[src/rtl/mips_pkg.sv]
// Shared definitions for the mips instruction fetch front-end: word geometry,
// PC alignment and the fetch FSM state encoding.
package mips_pkg;

    localparam int WORD_SIZE_DEF = 32;
    localparam int INSTR_BYTES   = 4;

    // Instruction addresses are word aligned; the low bits are always cleared.
    localparam logic [WORD_SIZE_DEF-1:0] PC_ALIGN_MASK = ~WORD_SIZE_DEF'(INSTR_BYTES - 1);

    typedef enum logic [1:0] {
        IDLE = 2'd0,
        REQ  = 2'd1,
        DROP = 2'd2
    } fetch_state_t;

endpackage

[src/rtl/mips_fetch_fifo.sv]
// Small prefetch FIFO holding {pc, instruction} pairs; head is presented
// combinationally and reads as zero while empty. Flush empties it in one cycle.
module mips_fetch_fifo #(
    parameter int DEPTH = 4,
    parameter int WIDTH = 64
) (
    input  logic                    clk,
    input  logic                    rst,
    input  logic                    push,
    input  logic [WIDTH-1:0]        wdata,
    input  logic                    pop,
    input  logic                    flush,
    output logic [WIDTH-1:0]        rdata,
    output logic [$clog2(DEPTH):0]  count,
    output logic                    full,
    output logic                    empty
);

    localparam int AW = $clog2(DEPTH);

    logic [AW-1:0]    wr_ptr_reg;
    logic [AW-1:0]    rd_ptr_reg;
    logic [AW:0]      count_reg;
    logic [WIDTH-1:0] mem [DEPTH];
    logic             push_ok;
    logic             pop_ok;

    assign empty   = (count_reg == '0);
    assign full    = (count_reg == (AW + 1)'(DEPTH));
    assign pop_ok  = pop & ~empty;
    // A push into a full FIFO is only legal when the head leaves in the same cycle.
    assign push_ok = push & (~full | pop_ok);
    assign count   = count_reg;
    assign rdata   = empty ? '0 : mem[rd_ptr_reg];

    always_ff @(posedge clk or negedge rst) begin
        if (!rst) begin
            wr_ptr_reg <= '0;
            rd_ptr_reg <= '0;
            count_reg  <= '0;
        end else if (flush) begin
            wr_ptr_reg <= '0;
            rd_ptr_reg <= '0;
            count_reg  <= '0;
        end else begin
            if (push_ok) begin
                wr_ptr_reg <= wr_ptr_reg + AW'(1);
            end
            if (pop_ok) begin
                rd_ptr_reg <= rd_ptr_reg + AW'(1);
            end
            count_reg <= count_reg + (AW + 1)'(push_ok) - (AW + 1)'(pop_ok);
        end
    end

    always_ff @(posedge clk) begin
        if (push_ok && !flush) begin
            mem[wr_ptr_reg] <= wdata;
        end
    end

endmodule

[src/rtl/mips_fetch.sv]
// Instruction fetch front-end: single-outstanding imem requests, prefetch FIFO,
// redirect with flush. Optional MIPS_FETCH_BYPASS_EN gives a zero-latency empty-FIFO path.
module mips_fetch
    import mips_pkg::*;
#(
    parameter int                   WORD_SIZE  = WORD_SIZE_DEF,
    parameter int                   FIFO_DEPTH = 4,
    parameter logic [WORD_SIZE-1:0] RESET_PC   = '0
) (
    input  logic                 clk,
    input  logic                 rst,
    output logic                 imem_req,
    output logic [WORD_SIZE-1:0] imem_addr,
    input  logic                 imem_ack,
    input  logic [WORD_SIZE-1:0] imem_rdata,
    input  logic                 redirect_valid,
    input  logic [WORD_SIZE-1:0] redirect_pc,
    output logic                 inst_valid,
    output logic [WORD_SIZE-1:0] inst_data,
    output logic [WORD_SIZE-1:0] inst_pc,
    input  logic                 inst_ready
);

    localparam int                   CW         = $clog2(FIFO_DEPTH) + 1;
    localparam int                   DW         = 2 * WORD_SIZE;
    localparam logic [CW-1:0]        DEPTH_C    = CW'(FIFO_DEPTH);
    localparam logic [WORD_SIZE-1:0] ALIGN_MASK = ~WORD_SIZE'(~PC_ALIGN_MASK);
    localparam logic [WORD_SIZE-1:0] STEP       = WORD_SIZE'(INSTR_BYTES);

    fetch_state_t         state_reg, state_next;
    logic [WORD_SIZE-1:0] addr_reg, addr_next;
    logic [WORD_SIZE-1:0] redir_reg, redir_next;
    logic [WORD_SIZE-1:0] rpc;
    logic                 ack_keep;
    logic                 fifo_push;
    logic                 fifo_pop;
    logic [DW-1:0]        fifo_rdata;
    logic [CW-1:0]        fifo_count;
    logic [CW-1:0]        count_after;
    logic                 fifo_full;
    logic                 fifo_empty;

    assign imem_req  = (state_reg != IDLE);
    assign imem_addr = addr_reg;
    assign rpc       = redirect_pc & ALIGN_MASK;
    assign ack_keep  = (state_reg == REQ) & imem_ack & ~redirect_valid;

`ifdef MIPS_FETCH_BYPASS_EN
    logic bypass;
    // Empty FIFO: hand the acked word straight to decode and skip the FIFO if taken.
    assign bypass     = ack_keep & fifo_empty;
    assign inst_valid = ~fifo_empty | bypass;
    assign inst_pc    = bypass ? addr_reg   : fifo_rdata[DW-1:WORD_SIZE];
    assign inst_data  = bypass ? imem_rdata : fifo_rdata[WORD_SIZE-1:0];
    assign fifo_push  = ack_keep & ~(bypass & inst_ready);
`else
    assign inst_valid = ~fifo_empty;
    assign inst_pc    = fifo_rdata[DW-1:WORD_SIZE];
    assign inst_data  = fifo_rdata[WORD_SIZE-1:0];
    assign fifo_push  = ack_keep;
`endif

    assign fifo_pop    = inst_valid & inst_ready & ~fifo_empty;
    assign count_after = fifo_count + CW'(fifo_push) - CW'(fifo_pop);

    mips_fetch_fifo #(
        .DEPTH (FIFO_DEPTH),
        .WIDTH (DW)
    ) u_fifo (
        .clk   (clk),
        .rst   (rst),
        .push  (fifo_push),
        .wdata ({addr_reg, imem_rdata}),
        .pop   (fifo_pop),
        .flush (redirect_valid),
        .rdata (fifo_rdata),
        .count (fifo_count),
        .full  (fifo_full),
        .empty (fifo_empty)
    );

    always_ff @(posedge clk or negedge rst) begin
        if (!rst) begin
            state_reg <= IDLE;
            addr_reg  <= RESET_PC;
            redir_reg <= '0;
        end else begin
            state_reg <= state_next;
            addr_reg  <= addr_next;
            redir_reg <= redir_next;
        end
    end

    // addr_reg always holds the address of the current or next request, so it
    // stays stable while a request is outstanding; a redirect during one parks in redir_reg.
    always_comb begin
        state_next = state_reg;
        addr_next  = addr_reg;
        redir_next = redir_reg;
        unique case (state_reg)
            IDLE: begin
                if (redirect_valid) begin
                    addr_next  = rpc;
                    state_next = REQ;
                end else if (!fifo_full) begin
                    state_next = REQ;
                end
            end
            REQ: begin
                if (redirect_valid) begin
                    if (imem_ack) begin
                        addr_next = rpc;
                    end else begin
                        redir_next = rpc;
                        state_next = DROP;
                    end
                end else if (imem_ack) begin
                    addr_next  = addr_reg + STEP;
                    state_next = (count_after < DEPTH_C) ? REQ : IDLE;
                end
            end
            DROP: begin
                if (imem_ack) begin
                    addr_next  = redirect_valid ? rpc : redir_reg;
                    state_next = REQ;
                end else if (redirect_valid) begin
                    redir_next = rpc;
                end
            end
            default: state_next = IDLE;
        endcase
    end

endmodule

[config.mk]
export PLATFORM = sky130hd
export DESIGN_NAME = mips_fetch
export DESIGN_NICKNAME = d
export VERILOG_FILES = /design/src/rtl/mips_pkg.sv /design/src/rtl/mips_fetch_fifo.sv /design/src/rtl/mips_fetch.sv
export SDC_FILE = /design/constraint.sdc
export NUM_CORES = 1
export LEC_CHECK = 0
export ABC_CLOCK_PERIOD_IN_PS = 7550
export CORE_ASPECT_RATIO = 0.75
export CORE_MARGIN = 8
export CORE_UTILIZATION = 50
export CTS_CLUSTER_DIAMETER = 60
export DETAILED_ROUTE_END_ITERATION = 10
export HOLD_SLACK_MARGIN = 0.03
export PLACE_DENSITY = 0.73
export SLEW_MARGIN = 10
export SYNTH_ARGS = -nofsm -noshare
export SYNTH_HDL_FRONTEND = slang
export SYNTH_HIERARCHICAL = 1
export SYNTH_SLANG_ARGS = --single-unit
[constraint.sdc]
create_clock -name clk -period 7.55 [get_ports clk]
set_clock_uncertainty 0.15 [all_clocks]
set_input_delay 0.755 -clock clk [delete_from_list [all_inputs] [get_ports clk]]
set_output_delay 0.755 -clock clk [all_outputs]
set_load 0.01 [all_outputs]
# Word-level counts from Yosys, hierarchy flattened
# Memory sizes are Yosys's and may differ from the RTL's.
# Cells that the tools add are included.
word_totals:
  regBits: 73
  latchBits: 0
  ram_bits: 256
  romBits: 0
  inputBits: 69
  out_inout_bits: 98
  word_cells: 76
  n_memories: 1
classes:
  addsub: 7
  multipliers: 0
  n_div: 0
  n_lt_le_gt_ge: 1
  n_eq_ne: 12
  n_shift: 0
  mux: 27
  bitwise: 10
  n_reduce_logical: 12
memory_table:
  columns: ["name", "words", "word_bits", "read_ports", "rd_clocked_by_memory_dff", "write_ports", "line", "text"]
  rows:
  - ["u_fifo.mem", 4, 64, 1, 0, 1, "mips_fetch_fifo.sv:24", "logic [WIDTH-1:0] mem [DEPTH];"]
op_table:
  columns: ["operator", "count"]
  rows:
  - ["two-way mux 32 bit", 9]
  - ["one-hot mux 32 bit (3 select lines)", 1]
  - ["two-way mux 64 bit", 1]
  - ["one-hot mux 32 bit (2 select lines)", 1]
  - ["adder 32 x 3 -> 32 bit, second input constant", 1]
  - ["two-way mux 2 bit", 10]
  - ["!= test 2 bit, second input constant", 6]
  - ["AND reduction 4 bit", 3]
  - ["!= test 3 bit, second input constant", 3]
  - ["nonzero test 2 bit", 4]
  - ["adder 3 x 1 -> 3 bit", 2]
  - ["bitwise AND 1 bit", 6]
  - ["one-hot mux 2 bit (3 select lines)", 1]
  - ["subtractor 3 x 1 -> 3 bit", 2]
  - ["adder 2 x 1 -> 2 bit, second input constant", 2]
  - ["== test 3 bit, second input constant", 1]
  - ["logical NOT 3 bit", 1]
  - ["less-than comparator 3 bit, second input constant", 1]
  - ["two-way mux 1 bit", 3]
  - ["two-way mux 3 bit", 1]
  - ["NOT 1 bit", 3]
  - ["nonzero test 3 bit", 1]
  - ["== test 2 x 1 -> 1 bit, second input constant", 1]
  - ["== test 2 bit, second input constant", 1]
  - ["4 further kinds", 4]

# Logic depth before layout (Yosys ltp)
logic_depth:
  word_depth: 10
  ltp_mapped: 12
  depth_no_buf: 11

# Modules after synthesis
# Netlist, hierarchy kept.
by_module_without_submodules:
  columns: ["module", "n_inst", "cells_each", "area_each_um2", "seq_area_each_um2"]
  rows:
  - ["mips_fetch_fifo", 1, 451, 10122.2, 7862.5]
  - ["mips_fetch", 1, 412, 3882.5, 1651.6]

# Worst setup path after synthesis
# No wires, ideal clock.
synth_timing:
  kind: "input to register"
  startpoint: "in redirect_valid"
  endpoint: "mem u_fifo.mem[0][0], enable pin"
  setup_ns: 0.429
  arrival_ns: 3.304
  required_time_ns: 6.971
  setup_slack_ns: 3.667
  path_stages: 6
  cell_sequence: "buf_2 > nand2b_1 > clkbuf_1 > nor2_1 > nor3b_1 > and2_1"
synth_between:
  elab_chain_len: 6
synth_rtl:
  columns: ["element", "line", "text"]
  rows:
  - ["start: declaration", "mips_fetch.sv:16", "input logic redirect_valid,"]
  - ["NOT 1 bit", "mips_fetch.sv:46", "assign ack_keep = (state_reg == REQ) & imem_ack & ~redirect_valid;"]
  - ["bitwise AND 1 bit", "mips_fetch.sv:46", null]
  - ["via ack_keep", "mips_fetch.sv:34", "logic ack_keep;"]
  - ["bitwise AND 1 bit", "mips_fetch_fifo.sv:32", "assign push_ok = push & (~full | pop_ok);"]
  - ["logical AND 1 bit", "mips_fetch_fifo.sv:57", "if (push_ok && !flush) begin"]
  - ["two-way mux 1 bit", "mips_fetch_fifo.sv:57", null]
  - ["two-way mux 1 bit (implied by the code)", "mips_fetch_fifo.sv:58", "mem[wr_ptr_reg] <= wdata;"]
  - ["end: declaration", "mips_fetch_fifo.sv:24", null]
# The timed path passes the listed nets, and every way through them passes these cells.

# Final worst setup path
layout_timing:
  startpoint: "reg u_fifo.rd_ptr_reg[0]"
  endpoint: "out inst_data[17]"
layout_between:
  elab_chain_len: 2
layout_rtl:
  columns: ["element", "line", "text"]
  rows:
  - ["start: declaration", "mips_fetch_fifo.sv:22", "logic [AW-1:0] rd_ptr_reg;"]
  - ["start signal: assignment", "mips_fetch_fifo.sv:50", "rd_ptr_reg <= rd_ptr_reg + AW'(1);"]
  - ["memory (4 x 64 bit)", null, null]
  - ["two-way mux 64 bit", "mips_fetch_fifo.sv:34", "assign rdata = empty ? '0 : mem[rd_ptr_reg];"]
  - ["end: declaration", "mips_fetch.sv:19", "output logic [WORD_SIZE-1:0] inst_data,"]
# No other way between the ends.

==> reports/qor.txt <==
Clock transition at the registers of the reported paths - 60 ps
Max Freq - 236 MHz
Setup TNS Final - 0 ps
Hold Vio Cnt, Final - 0
Chip width - 209 um
Critical-path cell list - buf_4 > mux4_2 > nor2b_1 > clkdlybuf4s50_1
CP max stage delay - 980 ps
Tcrit/Tclk final - 56.1%
Wirelength per Cell - 22.5 um
DIE AREA - 0.0337 mm^2
WP data required - 6640 ps
Slew @ Worst Pin - 1270 ps
CP top delay family - buffers and inverters
Clock Power Share - 28.1%
Synth Net Count - 945
CTS tree - built
Core Region - 0.0278 mm^2
Number of I/O port buffers - 164
1st-pass router iterations - 8
Longest Clk Path Bufs - 3
Crit Path Class - reg2out
Postcts setup bufs - 0
Reg power frac - 43.3%
DRC violations left - 0
Post-Syn Instances - 863
CP endpoint kind - primary output
Max rail drop VDD - 0.214 mV
Gate power share - 28.6%
RR Endpoint - u_fifo/count[1]
Buf/Inv on CP - 2
Sw Ratio - 32.3%
RSZ-0062 raised after global routing - no
GRT Residual Overflow - 0
Synth Area per Inst - 16.2 um^2
Gpl congestion - 0.816
Critical Path Stages - 4
Internal power - 4.00 mW
Clk root buf - clkbuf_16
Netlist cell types - 66
Initial DRC count - 687
R2r setup slk - 3700 ps
Seq/Total Area, Yosys - 67.9%
Vias in the first global route - 8,706
Share of cells above drive strength 1 - 16.3%
Layout area overhead - 22.0%
End point of the critical path - inst_data[17]
Fill cells - 2,055
Antenna cells - 0
YS warnings - 6
IO Count - 167
Via density per instance - 5.83
Via count - 8,250
Cell row count - 53
Cell Pwr Density - 346 mW/mm^2
Hold Path Class - reg2reg
Reg2reg start - u_fifo/count[1]
Fin nets - 1,111
Switching Power - 1.91 mW
Clk sinks - 329
Tmin final - 4230 ps
Global Route Usage Sum - 19.1%
Final ANT Viol Nets - 0
CP Launch Type - register
# setup viols final - 0
CTS buffer count - 37
Max Cap Viol - 0
Relative slew slack - 15.4%
Cell Area, Placed - 0.0160 mm^2
Crit Path Max Fanout - 41
Post-CTS sizing - 0
Util after Layout - 61.5%
Ys flop type - edfxtp_1
Max FFs per register - 256
Largest net degree at the start of global routing - 67
Async SR Flop Fraction - 22.2%
Critical-path top delay cell - dfrtp_4
Power Total - 5.91 mW
R2R cell count - 10
Starting Density - 50.4%
Number of synthesized flops with an enable pin - 256
Initial antenna violation count - 2
Detailed placer's ending HPWL - 19.0 mm
Design area - 0.0171 mm^2
Status - finished clean
Yosys reg bits - 329
CP arrival - 3330 ps
Drt total wl - 31.9 mm
Pleak - 5.74 nW
H-tree depth - 2
Slew Viols, Final - 0
Die Y - 161 um
Mapped cell area - 0.0140 mm^2
Worst-Skew Late Latency - 530 ps
First-pass GRT wire length - 50.5 mm
CP Launch Point - u_fifo/rd_ptr_reg[0]
-- power by group through the flow --
stage | Clock (mW) | Combinational, mW | Sequential [mW]
global route | 1.78 | 1.86 | 2.60
CTS | 1.71 | 1.72 | 2.56
global placement | 0 | 1.67 | 2.58
finish | 1.66 | 1.69 | 2.56
detailed placement | 0 | 1.71 | 2.60
floorplan | 0 | 0.948 | 2.50
-- cell type report --
type / count / area [um^2] / share of cell area, %
Clock buffer: 45 / 998 / 5.84
Clock inverter: 23 / 133 / 0.776
Inverter: 20 / 75.1 / 0.439
Multi-Input combinational cell: 468 / 4210 / 24.6
Sequential cell: 329 / 9520 / 55.7
Tap cell: 357 / 447 / 2.61
Timing Repair Buffer: 173 / 1710 / 10.0
-- how the worst min path moves through the flow --
| stage | startpoint | to | cells after the start |
|---|---|---|---|
| 2_1_floorplan | redir_reg[0] | redir_reg[0] | 1 |
| 3_3_place_gp | redir_reg[1] | redir_reg[1] | 1 |
| 3_5_place_dp | redir_reg[0] | redir_reg[0] | 1 |
| 4_1_cts | redir_reg[0] | redir_reg[0] | 1 |
| 5_1_grt | redir_reg[1] | redir_reg[1] | 1 |
| 6_report | redir_reg[1] | redir_reg[1] | 1 |
-- per-stage QoR --
stage          hold WS [ps]  setup WS [ps]  std cells
3_3_place_gp            319           3060       1346
4_1_cts                 343           3170       1415
3_5_place_dp            325           2980       1346
6_report                341           3320       1415
2_1_floorplan           303           3670        863
5_1_grt                 359           3010       1415
-- cells in the final DEF (no fill, tap or decap), types with 24 or more instances in the layout --
cell type / netlist / layout
o21ai_0: 51 / 51
nand2_1: 24 / 24
clkdlybuf4s50_1: 0 / 163
nor2b_1: 69 / 69
clkbuf_16: 0 / 39
mux2_2: 31 / 31
edfxtp_1: 256 / 256
dfrtp_1: 73 / 71
mux4_2: 64 / 64
nor2_1: 42 / 42
-- logic make-up (layout without fill, tap and decap cells) --
family          Yosys count  after routing  synth area share [%]
compound gates          126            126                  6.05
xor+xnor                  8              8                 0.500
fa+ha+maj                13             13                  1.22
buf+inv                  66            261                  2.18
flops                   329            329                  67.9
mux                      98             98                  13.0
simple gates            223            223                  9.12
-- cells in the mapped netlist, types with 6 or more instances --
library cell | count | share of area, %
mux4_2 | 64 | 10
a221oi_1 | 8 | 0.50
dfrtp_1 | 73 | 13
ha_1 | 12 | 1.1
clkbuf_1 | 28 | 0.75
a22oi_1 | 8 | 0.43
o21ai_0 | 51 | 1.8
nor2b_1 | 69 | 3.1
inv_1 | 20 | 0.54
and3_1 | 8 | 0.36
a222oi_1 | 6 | 0.43
a21oi_1 | 10 | 0.36
nand3_1 | 18 | 0.64
nand2_1 | 24 | 0.64
and2_1 | 9 | 0.40
mux2_2 | 31 | 2.5
edfxtp_1 | 256 | 55
nor2_1 | 42 | 1.1
nand4_1 | 6 | 0.27
nor3_1 | 12 | 0.43
buf_2 | 9 | 0.32
-- routing by layer --
metal  up-vias  global-route usage (%)  share of wire, %
li1       3740                       -                 -
met1      4208                    26.1                44
met2       270                    30.6                48
met3        28                    4.83               7.2
met4         4                    4.22              0.91
met5         -                       0             0.091
-- repair_timing --
action	4_1_cts	5_1_grt
hold buffers	1	0
hold endpoints to repair	29	0
endpoints found under the setup margin	0	0
Power figures use the tool's default switching activity.
